==> src/rtl/seq_divider_32bit_if.sv <==
// Start/busy/done handshake and operand/result bundle between datapath control and the divider.
interface seq_divider_32bit_if #(
    parameter int WIDTH = 32
);
    logic             start;
    logic [WIDTH-1:0] dividend;
    logic [WIDTH-1:0] divisor;
    logic             signed_op;
    logic             busy;
    logic             done;
    logic [WIDTH-1:0] quotient;
    logic [WIDTH-1:0] remainder;
    logic             div_by_zero;

    modport master (
        output start, dividend, divisor, signed_op,
        input  busy, done, quotient, remainder, div_by_zero
    );

    modport slave (
        input  start, dividend, divisor, signed_op,
        output busy, done, quotient, remainder, div_by_zero
    );
endinterface

==> src/rtl/seq_divider_32bit.sv <==
// Radix-2 restoring divider with RISC-V M-extension result rules; fixed WIDTH+1 cycle latency.
module seq_divider_32bit #(
    parameter int WIDTH = 32,
    parameter int CNT_W = 6
) (
    input  logic               clk,
    input  logic               rst_n,
    seq_divider_32bit_if.slave div_if
);
    typedef enum logic [1:0] {IDLE, CALC, FIX} state_t;

    localparam logic [WIDTH-1:0] MIN_NEG = {1'b1, {(WIDTH-1){1'b0}}};

    state_t           state;
    logic [WIDTH-1:0] rem_q;
    logic [WIDTH-1:0] quo_q;
    logic [WIDTH-1:0] div_mag;
    logic [WIDTH-1:0] dividend_q;
    logic             sign_q;
    logic             sign_r;
    logic             dz;
    logic             ovf;
    logic [CNT_W-1:0] cnt;

    logic             sa;
    logic             sb;
    logic [WIDTH-1:0] a_mag;
    logic [WIDTH-1:0] b_mag;
    logic [WIDTH:0]   shifted;
    logic [WIDTH+1:0] trial;

    always_comb begin
        sa      = div_if.signed_op & div_if.dividend[WIDTH-1];
        sb      = div_if.signed_op & div_if.divisor[WIDTH-1];
        a_mag   = sa ? (~div_if.dividend + 1'b1) : div_if.dividend;
        b_mag   = sb ? (~div_if.divisor + 1'b1) : div_if.divisor;
        shifted = {rem_q, quo_q[WIDTH-1]};
        // Extra guard bit so the sign of the trial is a clean borrow even when shifted[WIDTH] is set.
        trial   = {1'b0, shifted} - {2'b00, div_mag};
    end

    always_ff @(posedge clk or negedge rst_n) begin
        if (!rst_n) begin
            state              <= IDLE;
            rem_q              <= '0;
            quo_q              <= '0;
            div_mag            <= '0;
            dividend_q         <= '0;
            sign_q             <= 1'b0;
            sign_r             <= 1'b0;
            dz                 <= 1'b0;
            ovf                <= 1'b0;
            cnt                <= '0;
            div_if.busy        <= 1'b0;
            div_if.done        <= 1'b0;
            div_if.quotient    <= '0;
            div_if.remainder   <= '0;
            div_if.div_by_zero <= 1'b0;
        end else begin
            div_if.done <= 1'b0;
            case (state)
                IDLE: begin
                    if (div_if.start) begin
                        quo_q       <= a_mag;
                        div_mag     <= b_mag;
                        dividend_q  <= div_if.dividend;
                        sign_q      <= sa ^ sb;
                        sign_r      <= sa;
                        dz          <= (div_if.divisor == '0);
                        ovf         <= div_if.signed_op && (div_if.dividend == MIN_NEG)
                                       && (div_if.divisor == '1);
                        rem_q       <= '0;
                        cnt         <= '0;
                        div_if.busy <= 1'b1;
                        state       <= CALC;
                    end
                end
                CALC: begin
                    if (!trial[WIDTH+1]) begin
                        rem_q <= trial[WIDTH-1:0];
                        quo_q <= {quo_q[WIDTH-2:0], 1'b1};
                    end else begin
                        rem_q <= shifted[WIDTH-1:0];
                        quo_q <= {quo_q[WIDTH-2:0], 1'b0};
                    end
                    cnt <= cnt + 1'b1;
                    if (cnt == CNT_W'(WIDTH - 1)) begin
                        state <= FIX;
                    end
                end
                FIX: begin
                    if (dz) begin
                        div_if.quotient  <= '1;
                        div_if.remainder <= dividend_q;
                    end else if (ovf) begin
                        div_if.quotient  <= MIN_NEG;
                        div_if.remainder <= '0;
                    end else begin
                        div_if.quotient  <= sign_q ? (~quo_q + 1'b1) : quo_q;
                        div_if.remainder <= sign_r ? (~rem_q + 1'b1) : rem_q;
                    end
                    div_if.div_by_zero <= dz;
                    div_if.done        <= 1'b1;
                    div_if.busy        <= 1'b0;
                    state              <= IDLE;
                end
                default: state <= IDLE;
            endcase
        end
    end
endmodule

==> src/flat_wrapper.sv <==
// flat-port wrapper written by rule: the top's interface ports become plain ports
module seq_divider_32bit_flat 
#(
    parameter int WIDTH = 32,
    parameter int CNT_W = 6
)
  (clk, rst_n, div_if_start, div_if_dividend, div_if_divisor, div_if_signed_op, div_if_busy, div_if_done, div_if_quotient, div_if_remainder, div_if_div_by_zero);
  seq_divider_32bit_if #(.WIDTH(WIDTH)) div_if_i ();
  input  logic clk;
  input  logic rst_n;
  input wire logic [$bits(div_if_i.start)-1:0] div_if_start;
  input wire logic [$bits(div_if_i.dividend)-1:0] div_if_dividend;
  input wire logic [$bits(div_if_i.divisor)-1:0] div_if_divisor;
  input wire logic [$bits(div_if_i.signed_op)-1:0] div_if_signed_op;
  output wire logic [$bits(div_if_i.busy)-1:0] div_if_busy;
  output wire logic [$bits(div_if_i.done)-1:0] div_if_done;
  output wire logic [$bits(div_if_i.quotient)-1:0] div_if_quotient;
  output wire logic [$bits(div_if_i.remainder)-1:0] div_if_remainder;
  output wire logic [$bits(div_if_i.div_by_zero)-1:0] div_if_div_by_zero;
  assign div_if_i.start = div_if_start;
  assign div_if_i.dividend = div_if_dividend;
  assign div_if_i.divisor = div_if_divisor;
  assign div_if_i.signed_op = div_if_signed_op;
  assign div_if_busy = div_if_i.busy;
  assign div_if_done = div_if_i.done;
  assign div_if_quotient = div_if_i.quotient;
  assign div_if_remainder = div_if_i.remainder;
  assign div_if_div_by_zero = div_if_i.div_by_zero;
  seq_divider_32bit #(.WIDTH(WIDTH), .CNT_W(CNT_W)) u_core (.clk(clk), .rst_n(rst_n), .div_if(div_if_i));
endmodule
==> config.mk <==
export PLATFORM = sky130hd
export DESIGN_NAME = seq_divider_32bit_flat
export DESIGN_NICKNAME = d
export VERILOG_FILES = /design/src/rtl/seq_divider_32bit_if.sv /design/src/rtl/seq_divider_32bit.sv /design/src/flat_wrapper.sv
export SDC_FILE = /design/constraint.sdc
export NUM_CORES = 1
export LEC_CHECK = 0
export CORE_MARGIN = 1
export CORE_UTILIZATION = 36
export DETAILED_ROUTE_END_ITERATION = 7
export HOLD_SLACK_MARGIN = 0.1
export SLEW_MARGIN = 20
export SYNTH_ARGS = -nofsm -noshare
export SYNTH_HDL_FRONTEND = slang
export SYNTH_SLANG_ARGS = --single-unit
export TNS_END_PERCENT = 100
==> constraint.sdc <==
create_clock -name clk -period 5.95 [get_ports clk]
set_input_delay 0.8925 -clock clk [delete_from_list [all_inputs] [get_ports clk]]
set_output_delay 0.8925 -clock clk [all_outputs]
set_load 0.05 [all_outputs]
# Yosys cells after proc, flatten, opt, wreduce, memory -nomap -nowiden
# Index checks and enable logic that the tools add are counted.
dict set report totals {
  reg_bits 207
  out_inout_bits 67
  elab_cells 67
}
dict set report classes {
  add_sub_neg 6
  eq_ne 7
  mux 22
  bitwise 7
  n_reduce_logical 10
}
# cell count
set ops {}
lappend ops {{two-way mux 32 bit} 11}
lappend ops {{adder 32 x 1 -> 32 bit, second input constant} 4}
lappend ops {{NOT 32 bit} 4}
lappend ops {{one-hot mux 32 bit (2 select lines)} 2}
lappend ops {{equality test 32 bit, second input constant} 2}
lappend ops {{subtractor 33 x 32 -> 34 bit} 1}
lappend ops {{zero test 32 bit} 1}
lappend ops {{one-hot mux 6 bit (2 select lines)} 1}
lappend ops {{AND reduction 2 bit} 4}
lappend ops {{adder 6 x 1 -> 6 bit, second input constant} 1}
lappend ops {{equality test 6 x 5 -> 1 bit, second input constant} 1}
lappend ops {{two-way mux 6 bit} 1}
lappend ops {{two-way mux 2 bit} 2}
lappend ops {{one-hot mux 2 bit (2 select lines)} 1}
lappend ops {{nonzero test 2 bit} 2}
lappend ops {{two-way mux 1 bit} 3}
lappend ops {{AND 1 bit} 2}
lappend ops {{equality test 2 x 1 -> 1 bit, second input constant} 1}
lappend ops {{equality test 2 bit, second input constant} 1}
lappend ops {{logical AND 1 bit} 2}
lappend ops {{zero test 2 bit} 1}
lappend ops {{!= test 2 x 1 -> 1 bit, second input constant} 1}
lappend ops {{!= test 2 bit, second input constant} 1}
lappend ops {{one-hot mux 1 bit (2 select lines)} 1}
lappend ops {{XOR 1 bit} 1}

# Logic depth before layout (Yosys ltp)
# Gate-level depths: netlist of the first run.
dict set report logic_depth {
  ltp_word 5
  ltp_mapped 16
  ltp_nobuf 14
}

# Worst setup path after synthesis of the first run
# Ideal clock, no wire load.
dict set report synth_timing {
  kind {input to register}
  startpoint {in div_if_dividend[8]}
  endpoint {reg u_core.quo_q[27]}
  setup_time_ns 0.133
  t_arrival_ns 2.926
  required_time_ns 5.817
  path_slack_ns 2.891
  cell_stages 10
  n_path_buf 0
  path_cell_list {nor3_1 nand3b_1 or4_1 nor3_1 nand2_1 nor2_1 nand2_1 o41ai_1 xor2_1 o21ai_0}
}
dict set report synth_between {
  elab_chain_cells 5
}
# element line_no
set synth_lines {}
lappend synth_lines {{start: declaration} flat_wrapper.sv:12} ;# input wire logic [$bits(div_if_i.dividend)-1:0] div_if_dividend;
lappend synth_lines {{NOT 32 bit} seq_divider_32bit.sv:35} ;# a_mag = sa ? (~div_if.dividend + 1'b1) : div_if.dividend;
lappend synth_lines {{adder 32 x 1 -> 32 bit} seq_divider_32bit.sv:35}
lappend synth_lines {{two-way mux 32 bit} seq_divider_32bit.sv:35}
lappend synth_lines {{two-way mux 32 bit} seq_divider_32bit.sv:63} ;# if (div_if.start) begin
lappend synth_lines {{one-hot mux 32 bit (2 select lines)} seq_divider_32bit.sv:61} ;# case (state)
lappend synth_lines {{end signal: assignment} seq_divider_32bit.sv:64} ;# quo_q <= a_mag;
lappend synth_lines {{end signal: assignment} seq_divider_32bit.sv:81} ;# quo_q <= {quo_q[WIDTH-2:0], 1'b1};
lappend synth_lines {{end signal: assignment} seq_divider_32bit.sv:84} ;# quo_q <= {quo_q[WIDTH-2:0], 1'b0};
lappend synth_lines {{end: declaration} seq_divider_32bit.sv:16} ;# logic [WIDTH-1:0] quo_q;
# Every way passes these cells. The select of a mux whose other input is x is not followed.
# A chain may end at the register's enable or synchronous reset.

# Worst setup path after layout of the first run
dict set report layout_timing {
  startpoint {reg u_core.rem_q[9]}
  endpoint {reg u_core.rem_q[26]}
}
dict set report layout_between {
  elab_chain_cells 3
}
# element line_no
set layout_lines {}
lappend layout_lines {{start: declaration} seq_divider_32bit.sv:15} ;# logic [WIDTH-1:0] rem_q;
lappend layout_lines {{start signal: assignment} seq_divider_32bit.sv:80} ;# rem_q <= trial[WIDTH-1:0];
lappend layout_lines {{start signal: assignment} seq_divider_32bit.sv:83} ;# rem_q <= shifted[WIDTH-1:0];
lappend layout_lines {{subtractor 33 x 32 -> 34 bit} seq_divider_32bit.sv:39} ;# trial = {1'b0, shifted} - {2'b00, div_mag};
lappend layout_lines {{two-way mux 32 bit} seq_divider_32bit.sv:79} ;# if (!trial[WIDTH+1]) begin
lappend layout_lines {{one-hot mux 32 bit (2 select lines)} seq_divider_32bit.sv:61}
# Every way passes these cells.

==> results of run 1 <==
-- stage by stage --
stage               instances  total power [mW]
floorplan                1481              5.52
global placement         2007              6.51
detailed placement       2007              6.58
CTS                      2051              8.13
global route             2051              8.75
finish                   2051              8.08
-- cells in the mapped netlist (all sizes together), types with 14 or more instances --
cell | count | share of area [%]
inv | 62 | 1.8
nand3 | 37 | 1.5
clkbuf | 65 | 2.1
a221oi | 32 | 2.2
buf | 14 | 0.64
o21ai | 161 | 6.5
nand2 | 215 | 6.4
xor2 | 68 | 4.7
or4 | 14 | 0.98
nor2 | 170 | 5.1
nor3 | 22 | 0.88
o22a | 22 | 1.5
ha | 38 | 3.8
xnor2 | 79 | 5.5
nand2b | 14 | 0.70
o31ai | 25 | 1.7
a21oi | 75 | 3.0
dfrtp | 207 | 41
a22oi | 30 | 1.8
-- sequential cells by signal (all words and copies together) (netlist names), 2 cells and up --
register and count:
u_core.rem_q 32, u_core.div_mag 32, u_core.div_if.remainder 32, u_core.div_if.quotient 32, u_core.dividend_q 32, u_core.state 2, u_core.cnt 6, u_core.quo_q 32
-- layer usage --
layer | share of wire (%) | track usage (%) | up-vias
met5 | 0 | 0 | -
met4 | 2.5 | 5.61 | 0
met3 | 4.0 | 1.93 | 54
met2 | 46 | 32.4 | 254
met1 | 47 | 26.9 | 5124
li1 | - | - | 5379
-- placed cells by master, fill, tap and decap left out, types with 10 or more instances in the layout --
| master | count |
|---|---|
| nand2_1 | 215 |
| dfrtp_1 | 207 |
| nor2_1 | 167 |
| clkdlybuf4s50_1 | 133 |
| o21ai_0 | 132 |
| xnor2_1 | 79 |
| a21oi_1 | 75 |
| xor2_1 | 68 |
| inv_1 | 61 |
| ha_1 | 38 |
| nand3_1 | 37 |
| a221oi_1 | 32 |
| a22oi_1 | 30 |
| o21ai_1 | 27 |
| clkbuf_16 | 25 |
| nor3_1 | 22 |
| o22a_1 | 22 |
| o31ai_1 | 21 |
| buf_4 | 16 |
| nand2b_1 | 14 |
| a21o_1 | 13 |
| nand4_1 | 13 |
| o41ai_1 | 11 |
| a31oi_1 | 11 |
| nor4_1 | 10 |
-- power groups by stage --
stage | clock (mW) | combinational (mW) | sequential [mW]
4_1_cts | 1.56 | 4.03 | 2.55
2_1_floorplan | 0 | 2.72 | 2.79
3_3_place_gp | 0 | 3.96 | 2.55
3_5_place_dp | 0 | 4.01 | 2.57
6_report | 1.53 | 4.00 | 2.56
5_1_grt | 1.62 | 4.50 | 2.64
-- worst reg2reg max path, delay by kind of cell, from the launching register on --
family / cells / cell delay, ns
buffers and inverters: 1 / 0.47
DFF: 1 / 0.57
and+or+nand+nor: 3 / 0.58
adders and majority gates: 1 / 0.37
AOI/OAI and AO/OA: 7 / 1.54
-- area by class of cell --
| type | count | area share [%] |
|---|---|---|
| timing repair buffer | 150 | 9.69 |
| clock inverter | 11 | 0.770 |
| tap | 455 | 3.76 |
| clock buffer | 33 | 4.67 |
| inverter | 62 | 1.54 |
| multi-input combinational | 1133 | 45.3 |
| sequential | 207 | 34.3 |
-- how the worst max path moves through the flow --
stage / startpoint / end / slack [ns] / cells after the start
detailed placement: div_if_dividend[8] / u_core.quo_q[27]$_DFFE_PN0P_ / 1.95 / 11
floorplan: div_if_dividend[8] / u_core.quo_q[27]$_DFFE_PN0P_ / 2.89 / 10
finish: u_core.rem_q[9]$_DFFE_PN0P_ / u_core.rem_q[26]$_DFFE_PN0P_ / 2.30 / 12
CTS: u_core.rem_q[9]$_DFFE_PN0P_ / u_core.rem_q[26]$_DFFE_PN0P_ / 2.29 / 12
global placement: div_if_dividend[8] / u_core.quo_q[30]$_DFFE_PN0P_ / 2.03 / 10
global route: u_core.rem_q[9]$_DFFE_PN0P_ / u_core.rem_q[26]$_DFFE_PN0P_ / 2.07 / 12
-- cell families (layout without fill, tap and decap cells) --
logic type / Yosys count / count (layout) / share of synthesized area [%]
DFF: 207 / 207 / 41.2
muxes: 3 / 3 / 0.239
and+or+nand+nor: 529 / 529 / 18.7
buffers and inverters: 141 / 256 / 4.58
xor gates and xnor gates: 147 / 147 / 10.2
adders and majority gates: 39 / 39 / 3.94
AOI/OAI and AO/OA: 415 / 415 / 21.2
==> metrics.md, run 1 <==
| Metric | Value |
|---|---|
| Sw Ratio | 43.8% |
| Syn_nets | 1588 |
| Hpwl dp | 25000 µm |
| PostCTS Resize Cnt | 0 |
| VDD IR-drop max | 273 µV |
| Initial antenna violation count | 0 |
| Power Dens Cells | 534 nW/µm² |
| Post-route design area | 15100 µm² |
| Via density | 5.27 |
| TritonCTS buffer count | 25 |
| Critical-path maximum fanout | 57 |
| Slowest stage delay, CP | 0.57 ns |
| First-pass GRT wire length | 56800 µm |
| CTS tree | yes |
| Synth Area per Inst | 8.50 µm² |
| Kind of critical path | flip-flop to flip-flop |
| Clock tree buffer depth | 3 |
| 1st-pass router iterations | 5 |
| Hold EP | u_core.div_if.quotient[23]$_DFFE_PN0P_ |
| Worst-path clk slew | 0.06 ns |
| Top delay family on crit path | compound AO/OA/AOI/OAI gates |
| Dpl ws | 1.95 ns |
| Worst Path Required | 6.34 ns |
| DR iter-0 viols | 672 |
| Die area | 35700 µm² |
| Clk root buf | clkbuf_16 |
| Port Buf Inserts | 134 |
| WP data arrival | 4.04 ns |
| # diodes | 0 |
| Post-route DRC | 0 |
| Worst hold slack | 0.471 ns |
| Vias | 10811 |
| Max frequency | 274 MHz |
| H-tree levels | 1 |
| Synth Flop Type | dfrtp_1 |
| Reg power frac | 31.6% |
| Chip Width | 189 µm |
| Placeable Area | 34500 µm² |
| Fill count | 3400 |
| Largest net degree at the start of global routing | 112 |
| Post-route setup slack | 2.30 ns |
| FF-to-FF path depth | 12 |
| Setup violations, final | 0 |
| Fin crit share | 61.4% |
| Post-CTS setup buffer count | 0 |
| Final Util | 43.9% |
| Post-synth ARST share | 100% |
| Worst Clk Skew | 0.0105 ns |
| Max Cap Violations | 0 |
| Reg-to-reg endpoint | u_core.rem_q[26]$_DFFE_PN0P_ |
| Register area share after synthesis | 41.2% |
| I/O pin cnt | 135 |
| Die Ht | 189 µm |
| Clk_lat worst skew | 0.53 ns |
| Hold Fails Final Rpt | 0 |
| WL final | 34600 µm |
| Worst min-delay path class | flip-flop to flip-flop |
| Fin Setup TNS | 0 ns |
| Crit start category | flip-flop |
| Hold-fix buffers, CTS | 0 |
| Cell Rows | 68 |
| Comb pwr share | 49.5% |
| Worst Hold Launch | u_core.div_if.quotient[23]$_DFFE_PN0P_ |
| Status | finished clean |
| Clk sinks | 207 |
| R2R setup slack | 2.30 ns |
| EDFF count, synth | 0 |
| Crit. End Element | flip-flop |
| GR Overflow Total | 0 |
| Bufs and invs on worst path | 1 |
| Final Max Tran Viols | 0 |
| Post-route ant nets | 0 |
| Synth Register Bits | 207 |
| RSZ-0062 raised after global routing | false |
| Synthesized instance count | 1481 |
| Share of layout cells above drive strength 1 | 5.33% |
| Slew HR | 32.7% |
| Crit-path cells | ha_1, a21o_1, a221oi_1, nor2b_1, a211o_1, a31oi_4, o2111ai_1, and3_4, o21ai_4, buf_4, nand2b_1, o211ai_1 |
| Layout Nets | 1686 |
| Starting Density | 36.5% |
| Reg-to-reg critical path startpoint | u_core.rem_q[9]$_DFFE_PN0P_ |
| Vias in the first global route | 10534 |
| Clock power frac | 18.9% |
| Area after DPL | 14300 µm² |
| Leak | 6.37 nW |
| Slew @ Worst Pin | 1.01 ns |
| Yosys warning count | 0 |
| Psw | 3.54 mW |
| Gp weighted congestion | 0.873 |
| Reg area | 5180 µm² |
| Crit-path slowest cell | dfrtp_1 |
| Post-synthesis cell type count | 62 |
| Drt wl/cell | 16.9 µm |
| Global-route usage over all layers | 19.5% |
| Internal | 4.54 mW |
| Synthesized area | 12600 µm² |
| Final Critical Period | 3.65 ns |
| Area of the multi-input gates | 6850 µm² |
| Synth-to-Final Area Change | 20.2% |
| WHS Path Cells | 2 |
Power figures use the tool's default switching activity.
==> run 2, diff against run 1 <==
==> constraint.sdc (replaced) <==
create_clock -name clk -period 3.5 [get_ports clk]
set_input_delay 0.525 -clock clk [delete_from_list [all_inputs] [get_ports clk]]
set_output_delay 0.525 -clock clk [all_outputs]
set_load 0.05 [all_outputs]
==> metrics.md, run 2 (synthesis results as in run 1) <==
| Metric | Value |
|---|---|
| Status | finished clean |
| Placed cell count | 2031 (+1.2%) |
| TritonCTS buffer count | 24 (-4.0%) |
| Fill count | 3396 (-0.12%) |
| Worst Clk Skew | 0.0102 ns (-0.000308 ns) |
| Placeable Area | 34500 µm² (unchanged) |
| Die Ht | 189 µm (unchanged) |
| Worst Path Required | 3.89 ns (-2.45 ns) |
| Power Dens Cells | 922 nW/µm² (+73%) |
| I/O pin cnt | 135 (unchanged) |
| Slew HR | 50.2% (+18 points) |
| Reg area | 5180 µm² (unchanged) |
| Vias in the first global route | 10556 (+0.21%) |
| Area of the multi-input gates | 6850 µm² (unchanged) |
| Post-route DRC | 0 (unchanged) |
| Initial antenna violation count | 0 (unchanged) |
| Kind of critical path | flip-flop to flip-flop |
| Final Critical Period | 3.38 ns (-0.277 ns) |
| Drt wl/cell | 17.1 µm (+1.5%) |
| Gp weighted congestion | 0.880 (+0.77%) |
| Final Max Tran Viols | 0 (unchanged) |
| Global-route usage over all layers | 19.9% (+0.35 points) |
| Layout Nets | 1714 (+1.7%) |
| Clk root buf | clkbuf_16 |
| Fin crit share | 96.4% (+35 points) |
| Slew @ Worst Pin | 0.745 ns (-0.265 ns) |
| Chip Width | 189 µm (unchanged) |
| Starting Density | 36.5% (unchanged) |
| Power Total | 14.2 mW (+76%) |
| CTS tree | yes |
| Die area | 35700 µm² (unchanged) |
| Post-Layout Cell Count | 2079 (+1.4%) |
| WP data arrival | 3.77 ns (-0.27 ns) |
| Fin Setup TNS | 0 ns (unchanged) |
| Synth-to-Final Area Change | 22.5% |
| Largest net degree at the start of global routing | 149 (+33%) |
| Critical-path maximum fanout | 5 (-91%) |
| Most frequent cells in the layout | nand2_1 (215), dfrtp_1 (207), nor2_1 (167) |
| Commonest non-fill, non-tap cell in the layout | nand2_1 |
| First-pass GRT wire length | 57600 µm (+1.4%) |
| DR iter-0 viols | 673 (+0.15%) |
| Vias | 10967 (+1.4%) |
| Clock tree buffer depth | 3 (unchanged) |
| Crit. End Element | flip-flop |
| Final Util | 44.7% (+0.84 points) |
| Max frequency | 296 MHz (+8.2%) |
| WL final | 35600 µm (+2.9%) |
| Hold Fails Final Rpt | 0 (unchanged) |
| Crit start category | flip-flop |
| Post-route ant nets | 0 (unchanged) |
| Cell Rows | 68 (unchanged) |
| Via density | 5.28 (about the same) |
| Setup violations, final | 0 (unchanged) |
| Clk sinks | 207 (unchanged) |
| Hpwl dp | 25800 µm (+3.3%) |
| Post-route design area | 15400 µm² (+1.9%) |
| VDD IR-drop max | 468 µV (+72%) |
| GR Overflow Total | 0 (unchanged) |
| H-tree levels | 1 (unchanged) |
| Leak | 6.55 nW (+2.9%) |
| Worst-path clk slew | 0.06 ns (about the same) |
| # diodes | 0 (unchanged) |
| Worst min-delay path class | flip-flop to flip-flop |
| Share of layout cells above drive strength 1 | 6.77% (+1.4 points) |
| Clk_lat worst skew | 0.52 ns (about the same) |
| Max Cap Violations | 0 (unchanged) |
| Area after DPL | 14500 µm² (+1.5%) |
| 1st-pass router iterations | 5 (unchanged) |
| Port Buf Inserts | 134 (unchanged) |
==> run 2: per-layer routing <==
metal  track usage, %  part of all wire [%]  vias to the layer above
met5                0                     0                        -
met4             5.43                   2.6                        0
met3             2.56                   5.4                       48
met2             32.5                    46                      293
met1             27.5                    46                     5181
li1                 -                     -                     5445
==> run 2: power breakdown <==
group	total, mW	internal (mW)	switching (mW)
combinational	7.31	3.12	4.19
sequential	4.24	3.28	0.957
clock	2.66	1.66	1.01
total	14.2	8.06	6.15
==> run 2: worst paths after layout <==
kind	cells after the start	endpoint	startpoint	slack, ns
worst max-delay path	12	u_core.rem_q[23]$_DFFE_PN0P_	u_core.rem_q[1]$_DFFE_PN0P_	0.12
worst min register to register	2	u_core.div_if.quotient[3]$_DFFE_PN0P_	u_core.div_if.quotient[3]$_DFFE_PN0P_	0.48
min in group asynchronous	2	u_core.quo_q[11]$_DFFE_PN0P_	rst_n	0.58
worst min-delay path	2	u_core.div_if.quotient[3]$_DFFE_PN0P_	u_core.div_if.quotient[3]$_DFFE_PN0P_	0.48
worst max register to register	12	u_core.rem_q[23]$_DFFE_PN0P_	u_core.rem_q[1]$_DFFE_PN0P_	0.12
max in group asynchronous	3	u_core.div_if.remainder[23]$_DFFE_PN0P_	rst_n	2.00
==> run 2: final cells by class <==
type	count	area share (%)
repair buffers	179	11.3
clock inverters	10	0.974
inverters	62	1.51
multi-input cells	1133	44.5
clock buffers	33	4.45
flip-flops and latches	207	33.6
well taps	455	3.69
==> run 2: critical path, cell delays in order, from the launching register on <==
cell and delay, ns:
dfrtp_1 0.43, ha_1 0.35, o211ai_1 0.17, a21oi_1 0.08
o41a_1 0.44, a211o_1 0.34, a31oi_4 0.29, buf_4 0.17
o21bai_1 0.08, a2111o_1 0.42, a31oi_1 0.20, xor2_1 0.17
o211ai_1 0.10
==> run 2: stage by stage <==
| stage | hold slack [ns] | setup slack [ns] |
|---|---|---|
| 2_1_floorplan | 0.229 | 0.462 |
| 3_3_place_gp | 0.458 | 0.194 |
| 3_5_place_dp | 0.463 | 0.0954 |
| 4_1_cts | 0.480 | 0.100 |
| 5_1_grt | 0.500 | -0.0125 |
| 6_report | 0.476 | 0.125 |
==> run 2: what timing repair did <==
action	in CTS	in global routing
endpoints found under the setup margin	0	26
hold buffers	1	0
endpoints found under the hold margin	64	0
buffers inserted	0	3
resized for setup	0	0
==> run 3, diff against run 2 <==
==> constraint.sdc (replaced) <==
create_clock -name clk -period 3.5 [get_ports clk]
set_input_delay 0.7 -clock clk [delete_from_list [all_inputs] [get_ports clk]]
set_output_delay 0.7 -clock clk [all_outputs]
set_load 0.05 [all_outputs]
==> metrics.md, run 3 (synthesis results as in run 1) <==
| Metric | Value |
|---|---|
| Status | finished clean |
| Die Ht | 189 µm (unchanged) |
| Max Cap Violations | 0 (unchanged) |
| Clk_lat worst skew | 0.53 ns (about the same) |
| Hold Fails Final Rpt | 0 (unchanged) |
| H-tree levels | 1 (unchanged) |
| Layout Nets | 1735 (+1.2%) |
| Fin Setup TNS | 0 ns (unchanged) |
| Starting Density | 36.5% (unchanged) |
| Via density | 5.27 (about the same) |
| Global-route usage over all layers | 19.9% (+0.031 points) |
| Hpwl dp | 25900 µm (+0.37%) |
| Post-route ant nets | 0 (unchanged) |
| TritonCTS buffer count | 26 (+8.3%) |
| Max frequency | 300 MHz (+1.4%) |
| Crit. End Element | flip-flop |
| Post-route setup slack | 0.172 ns (+0.0473 ns) |
| Largest net degree at the start of global routing | 121 (-19%) |
| Power Dens Cells | 936 nW/µm² (+1.5%) |
| GR Overflow Total | 0 (unchanged) |
| Slew @ Worst Pin | 1.04 ns (+0.292 ns) |
| 1st-pass router iterations | 5 (unchanged) |
| VDD IR-drop max | 403 µV (-14%) |
| Drt wl/cell | 17.0 µm (-0.91%) |
| Internal | 8.44 mW (+4.6%) |
| Critical-path maximum fanout | 7 (+2) |
| Gp weighted congestion | 0.885 (+0.59%) |
| Cell Rows | 68 (unchanged) |
| Psw | 6.27 mW (+2.0%) |
| Chip Width | 189 µm (unchanged) |
| Power Total | 14.7 mW (+3.5%) |
| Setup violations, final | 0 (unchanged) |
| DR iter-0 viols | 766 (+14%) |
| Reg power frac | 28.7% (-1.1 points) |
| Slew HR | 30.9% (-19 points) |
| Die area | 35700 µm² (unchanged) |
| Clk sinks | 207 (unchanged) |
| # diodes | 0 (unchanged) |
| Crit start category | flip-flop |
| Synth-to-Final Area Change | 24.9% |
| Most frequent cells in the layout | nand2_1 (215), dfrtp_1 (207), nor2_1 (167) |
| I/O pin cnt | 135 (unchanged) |
| Fin crit share | 95.1% (-1.4 points) |
| Fill count | 3358 (-1.1%) |
| First-pass GRT wire length | 57700 µm (+0.24%) |
| Dpl ws | 0.0613 ns (-0.0341 ns) |
| WHS Path Cells | 2 (unchanged) |
| Commonest non-fill, non-tap cell in the layout | nand2_1 |
| Clock power frac | 19.8% (+1.1 points) |
| Sw Ratio | 42.7% (-0.62 points) |
| Worst min-delay path class | flip-flop to flip-flop |
| Worst-path clk slew | 0.06 ns (about the same) |
| FF-to-FF path depth | 14 (+2) |
| Post-route DRC | 0 (unchanged) |
| Leak | 6.71 nW (+2.4%) |
| Kind of critical path | flip-flop to flip-flop |
| CTS tree | yes |
| Placeable Area | 34500 µm² (unchanged) |
| WP data arrival | 3.73 ns (-0.04 ns) |
| Final Critical Period | 3.33 ns (-0.0473 ns) |
| Final Max Tran Viols | 0 (unchanged) |
| Comb pwr share | 51.4% (about the same) |
| WL final | 35600 µm (+0.14%) |
| Port Buf Inserts | 134 (unchanged) |
| Clock tree buffer depth | 3 (unchanged) |
| Initial antenna violation count | 0 (unchanged) |
| Share of layout cells above drive strength 1 | 8.44% (+1.7 points) |
| Worst Clk Skew | 0.0212 ns (+0.0110 ns) |
| Vias in the first global route | 10837 (+2.7%) |
| RSZ-0062 raised after global routing | false |
| Vias | 11080 (+1.0%) |
| Clk root buf | clkbuf_16 |
| Worst Path Required | 3.90 ns (about the same) |
run 3: cell types whose count changed in the layout (fill, tap and decap cells not counted), moves of 2 or more:
cell       previous run  this run
clkinv_4              0         2
clkbuf_1              5         1
buf_6                 0         2
clkbuf_16            26        29
buf_4                40        55
run 3: power by group through the flow:
stage / Clock (mW) / Combinational [mW] / Sequential [mW]
finish: 2.92 / 7.57 / 4.23
global route: 3.06 / 8.43 / 4.36
CTS: 2.97 / 7.23 / 4.21
detailed placement: 0 / 7.21 / 4.24
global placement: 0 / 7.08 / 4.22
floorplan: 0 / 4.63 / 4.75
run 3: critical path, cell delays in order (launching register included):
cell and delay [ns]:
dfrtp_1 0.39, inv_1 0.16, ha_1 0.22, nand2b_1 0.14, a21oi_1 0.09, o41a_1 0.43
a211o_1 0.34, a31oi_4 0.27, o2111ai_1 0.15, and3_4 0.22, o21ai_4 0.18, buf_12 0.16
buf_6 0.11, nand2b_2 0.21, o211ai_1 0.12
run 3: per-stage QoR:
| step | hold slack [ns] | area (µm²) | util [%] | instances |
|---|---|---|---|---|
| global placement | 0.461 | 14600 | 42.5 | 2046 |
| detailed placement | 0.465 | 14600 | 42.5 | 2046 |
| CTS | 0.482 | 15600 | 45.2 | 2093 |
| finish | 0.476 | 15700 | 45.6 | 2101 |
| floorplan | 0.404 | 12600 | - | 1481 |
| global route | 0.496 | 15700 | 45.6 | 2101 |
run 3: layer usage:
layer	global-route usage [%]	wire length, µm	share of wire [%]	up-vias
met2	32.3	16400	46	279
met5	0	0	0	-
met4	6.61	1100	3.1	0
met3	2.08	1600	4.5	60
met1	27.7	16500	46	5247
li1	-	-	-	5494
run 3: final cells by class:
type	instances	area, µm²	share of cell area (%)
Clock buffer	32	734	4.67
Tap cell	455	569	3.62
Multi-Input combinational cell	1133	6870	43.7
Clock inverter	14	209	1.33
Sequential cell	207	5180	33.0
Timing Repair Buffer	198	1920	12.2
Inverter	62	233	1.48
run 3: path summary, 6_finish.rpt:
kind | slack [ns] | from | to
hold / removal | 0.48 | u_core.div_mag[14]$_DFFE_PN0P_ | u_core.div_mag[14]$_DFFE_PN0P_
hold reg to reg | 0.48 | u_core.div_mag[14]$_DFFE_PN0P_ | u_core.div_mag[14]$_DFFE_PN0P_
setup / recovery | 0.17 | u_core.quo_q[31]$_DFFE_PN0P_ | u_core.rem_q[26]$_DFFE_PN0P_
max in group asynchronous | 1.90 | rst_n | u_core.rem_q[31]$_DFFE_PN0P_
setup reg to reg | 0.17 | u_core.quo_q[31]$_DFFE_PN0P_ | u_core.rem_q[26]$_DFFE_PN0P_
min in group asynchronous | 0.66 | rst_n | u_core.div_if.quotient[7]$_DFFE_PN0P_
run 3: timing repair:
item / CTS / global route
endpoints found under the hold margin: 28 / 0
hold buffers: 1 / 0
gates resized for setup: 0 / 4
setup endpoints to repair: 0 / 31
buffers inserted: 0 / 5
==> patch: new RTL, flow settings as in run 2 <==
`CNT_W` is set to 6 in 2 places; all go to 12.
--- a/src/rtl/seq_divider_32bit.sv
+++ b/src/rtl/seq_divider_32bit.sv
@@ -3,3 +3,3 @@
     parameter int WIDTH = 32,
-    parameter int CNT_W = 6
+    parameter int CNT_W = 12
 ) (
--- a/src/flat_wrapper.sv
+++ b/src/flat_wrapper.sv
@@ -4,3 +4,3 @@
     parameter int WIDTH = 32,
-    parameter int CNT_W = 6
+    parameter int CNT_W = 12
 )
Function: no difference found for any inputs over 10 cycles, from zero or initial values and one cycle with rst_n low; that may be too few to reach the edited logic, so the function may still have changed.
==> patch against run 2 <==
Count of clock-buffer cells in the layout is 5 higher. Critical path depth is 2 lower. Total power decreased by 28%. Critical endpoint is now u_core.rem_q[27]. Setup slack better by 160 ps. Largest power group unchanged. Sequential power decreased by 17%. Cell count up 3.9%. Cell area increased by 3.3%. Critical path type unchanged. Combinational power down 42%. Routed wire length rose by 15%. First-iteration DRC count increased by 27%. Sequential cell count increased by 6. Clock skew shrank 2.0 ps. Area after synthesis is 5.1% higher.
==> patch: results <==
metrics = {
    "synth": {
        "synth_warnings": 0,
        "ys_seq_area_share_pct": 40.3,
        "syn_nets": 1684,
        "async_reset_ff_share_pct": 100,
        "ys_types": 65,
        "synth_common_cells": "nand2_1, dfrtp_1, o21ai_0, nor2_1, nand3_1",
        "synthTopCellsByArea": "dfrtp_1, nand2_1, o21ai_0, xor2_1, ha_1",
        "synth_edf_count": 0,
    },
    "power": {
        "vdd_drop_max_v": 0.000401,
        "pwr-share-seq_pct": 34.2,
        "switchingPower_uw": 4070,
        "leakage_uw": 0.00659,
    },
    "clock_network": {
        "cts.path.max_buffers": 3,
        "clk_pin_slew_ps": 60,
        "cts_htree_levels": 1,
        "postCtsSetupRepairBufs": 0,
        "clk-insertion-delay-late_ps": 540,
        "cts_root_buf": "clkbuf_16",
        "cts_buffers": 25,
    },
    "placed_design": {
        "gp_congestion": 0.883,
        "hpwl_um": 30500,
        "place_ws_ps": 123,
        "portBuffers": 134,
    },
    "setup_path": {
        "crit_fanout": 36,
        "r2r_setup_slack_ps": 280,
        "slowest_delay_ps": 420,
        "r2r-end": "u_core.rem_q[27]",
        "rr_worst_depth": 10,
        "worst_path_max_delay_cell": "ha_1",
        "crit_arrival_ps": 3620,
        "rr_startpoint": "u_core.rem_q[6]",
    },
    "hold_path": {
        "whs_path_depth": 2,
        "hold_path_class": "flip-flop to flip-flop",
        "min_to": "u_core.div_if.quotient[6]",
        "hold_start": "u_core.div_if.quotient[6]",
    },
    "global_routing": {
        "grt_max_degree": 117,
        "grt_pass1_wl_um": 65100,
        "track_usage_pct": 21.8,
        "antenna_found_initial": 0,
        "grt_pass1_vias": 11500,
    },
    "sta": {
        "clock.fmax_mhz": 311,
        "finalClockSkew_ps": 8.18,
        "relSlewSlack_pct": 33.0,
    },
    "route": {
        "drtPass1Iterations": 5,
        "vias": 11900,
        "avgRoutedWirePerCell_um": 18.9,
        "drt-initial-drc-count": 852,
    },
    "finish": {
        "fill_cells": 3597,
        "layout.nets": 1789,
        "drive_above_1_share_pct": 5.77,
    },
    "status": {
        "status": "complete, no violations",
    },
}
patch: cell types whose count changed after synthesis, moves of 18 or more:
cell	change
a221oi_1	-28
nand3_1	+55
nor2_1	-65
nor3_1	+18
o21ai_0	+25
o21ai_1	-26
xnor2_1	-25
patch: worst max-delay path by stage:
| stage | start | endpoint | cells after the start |
|---|---|---|---|
| after floorplan | u_core.rem_q[11] | u_core.rem_q[13] | 12 |
| after global placement | div_if_divisor[4] | u_core.div_mag[25] | 9 |
| after detailed placement | u_core.rem_q[7] | u_core.rem_q[27] | 10 |
| after CTS | u_core.rem_q[6] | u_core.rem_q[27] | 10 |
| after global routing | u_core.div_mag[8] | u_core.rem_q[27] | 11 |
| final | u_core.rem_q[6] | u_core.rem_q[27] | 10 |
patch: cells by family (layout without fill, tap and decap cells):
family | Yosys count | in the layout | share of synthesized area [%]
xor gates and xnor gates | 137 | 137 | 9.07
and+or+nand+nor | 595 | 595 | 21.3
adders and majority gates | 39 | 39 | 3.75
buffers and inverters | 154 | 275 | 4.60
other | 0 | 1 | 0
AOI/OAI and AO/OA | 434 | 434 | 20.5
muxes | 5 | 5 | 0.388
DFF | 213 | 213 | 40.3
patch: layout make-up:
cell class	instances	area share, %
Antenna cell	1	0.0157
Clock buffer	38	4.42
Clock inverter	5	0.409
Inverter	56	1.32
Multi-Input combinational cell	1210	46.0
Sequential cell	213	33.5
Tap cell	461	3.62
Timing Repair Buffer	176	10.8
patch: worst max-delay path: cells and delay by family (launching register included):
family                   cells  cell delay, ps
buffers and inverters        1             180
AO/OA/AOI/OAI                6            1650
AND/OR/NAND/NOR              2             440
adder cells (fa/ha/maj)      1             420
flip-flops                   1             390
patch: power by group through the flow:
stage / Combinational, µW / Sequential (µW) / Clock (µW)
final: 4240 / 3500 / 2500
after global routing: 4780 / 3570 / 2670
after CTS: 4240 / 3480 / 2560
after detailed placement: 4220 / 3520 / 0
after global placement: 4210 / 3510 / 0
after floorplan: 3030 / 3330 / 0
patch: stage by stage:
step	utilization [%]	hold slack [ps]	instances	cell area (µm²)	power, µW
after global routing	44.4	494	2159	15900	11000
after floorplan	-	229	1577	13200	6360
after detailed placement	42.2	458	2115	15100	7740
after CTS	44.4	477	2159	15900	10300
after global placement	42.2	454	2115	15100	7710
final	44.4	470	2160	15900	10200
patch: per-layer routing:
metal / GRT usage, % / part of all wire, % / vias up
met5: 0 / 0 / -
met4: 7.29 / 3.2 / 0
met3: 2.28 / 4.4 / 60
met2: 35.7 / 46 / 306
met1: 29.9 / 46 / 5743
li1: - / - / 5835
patch: what timing repair did:
action | 4_1_cts | 5_1_grt
hold buffers | 1 | 0
hold endpoints to repair | 68 | 0
resized for setup | 0 | 1
setup endpoints to repair | 0 | 5
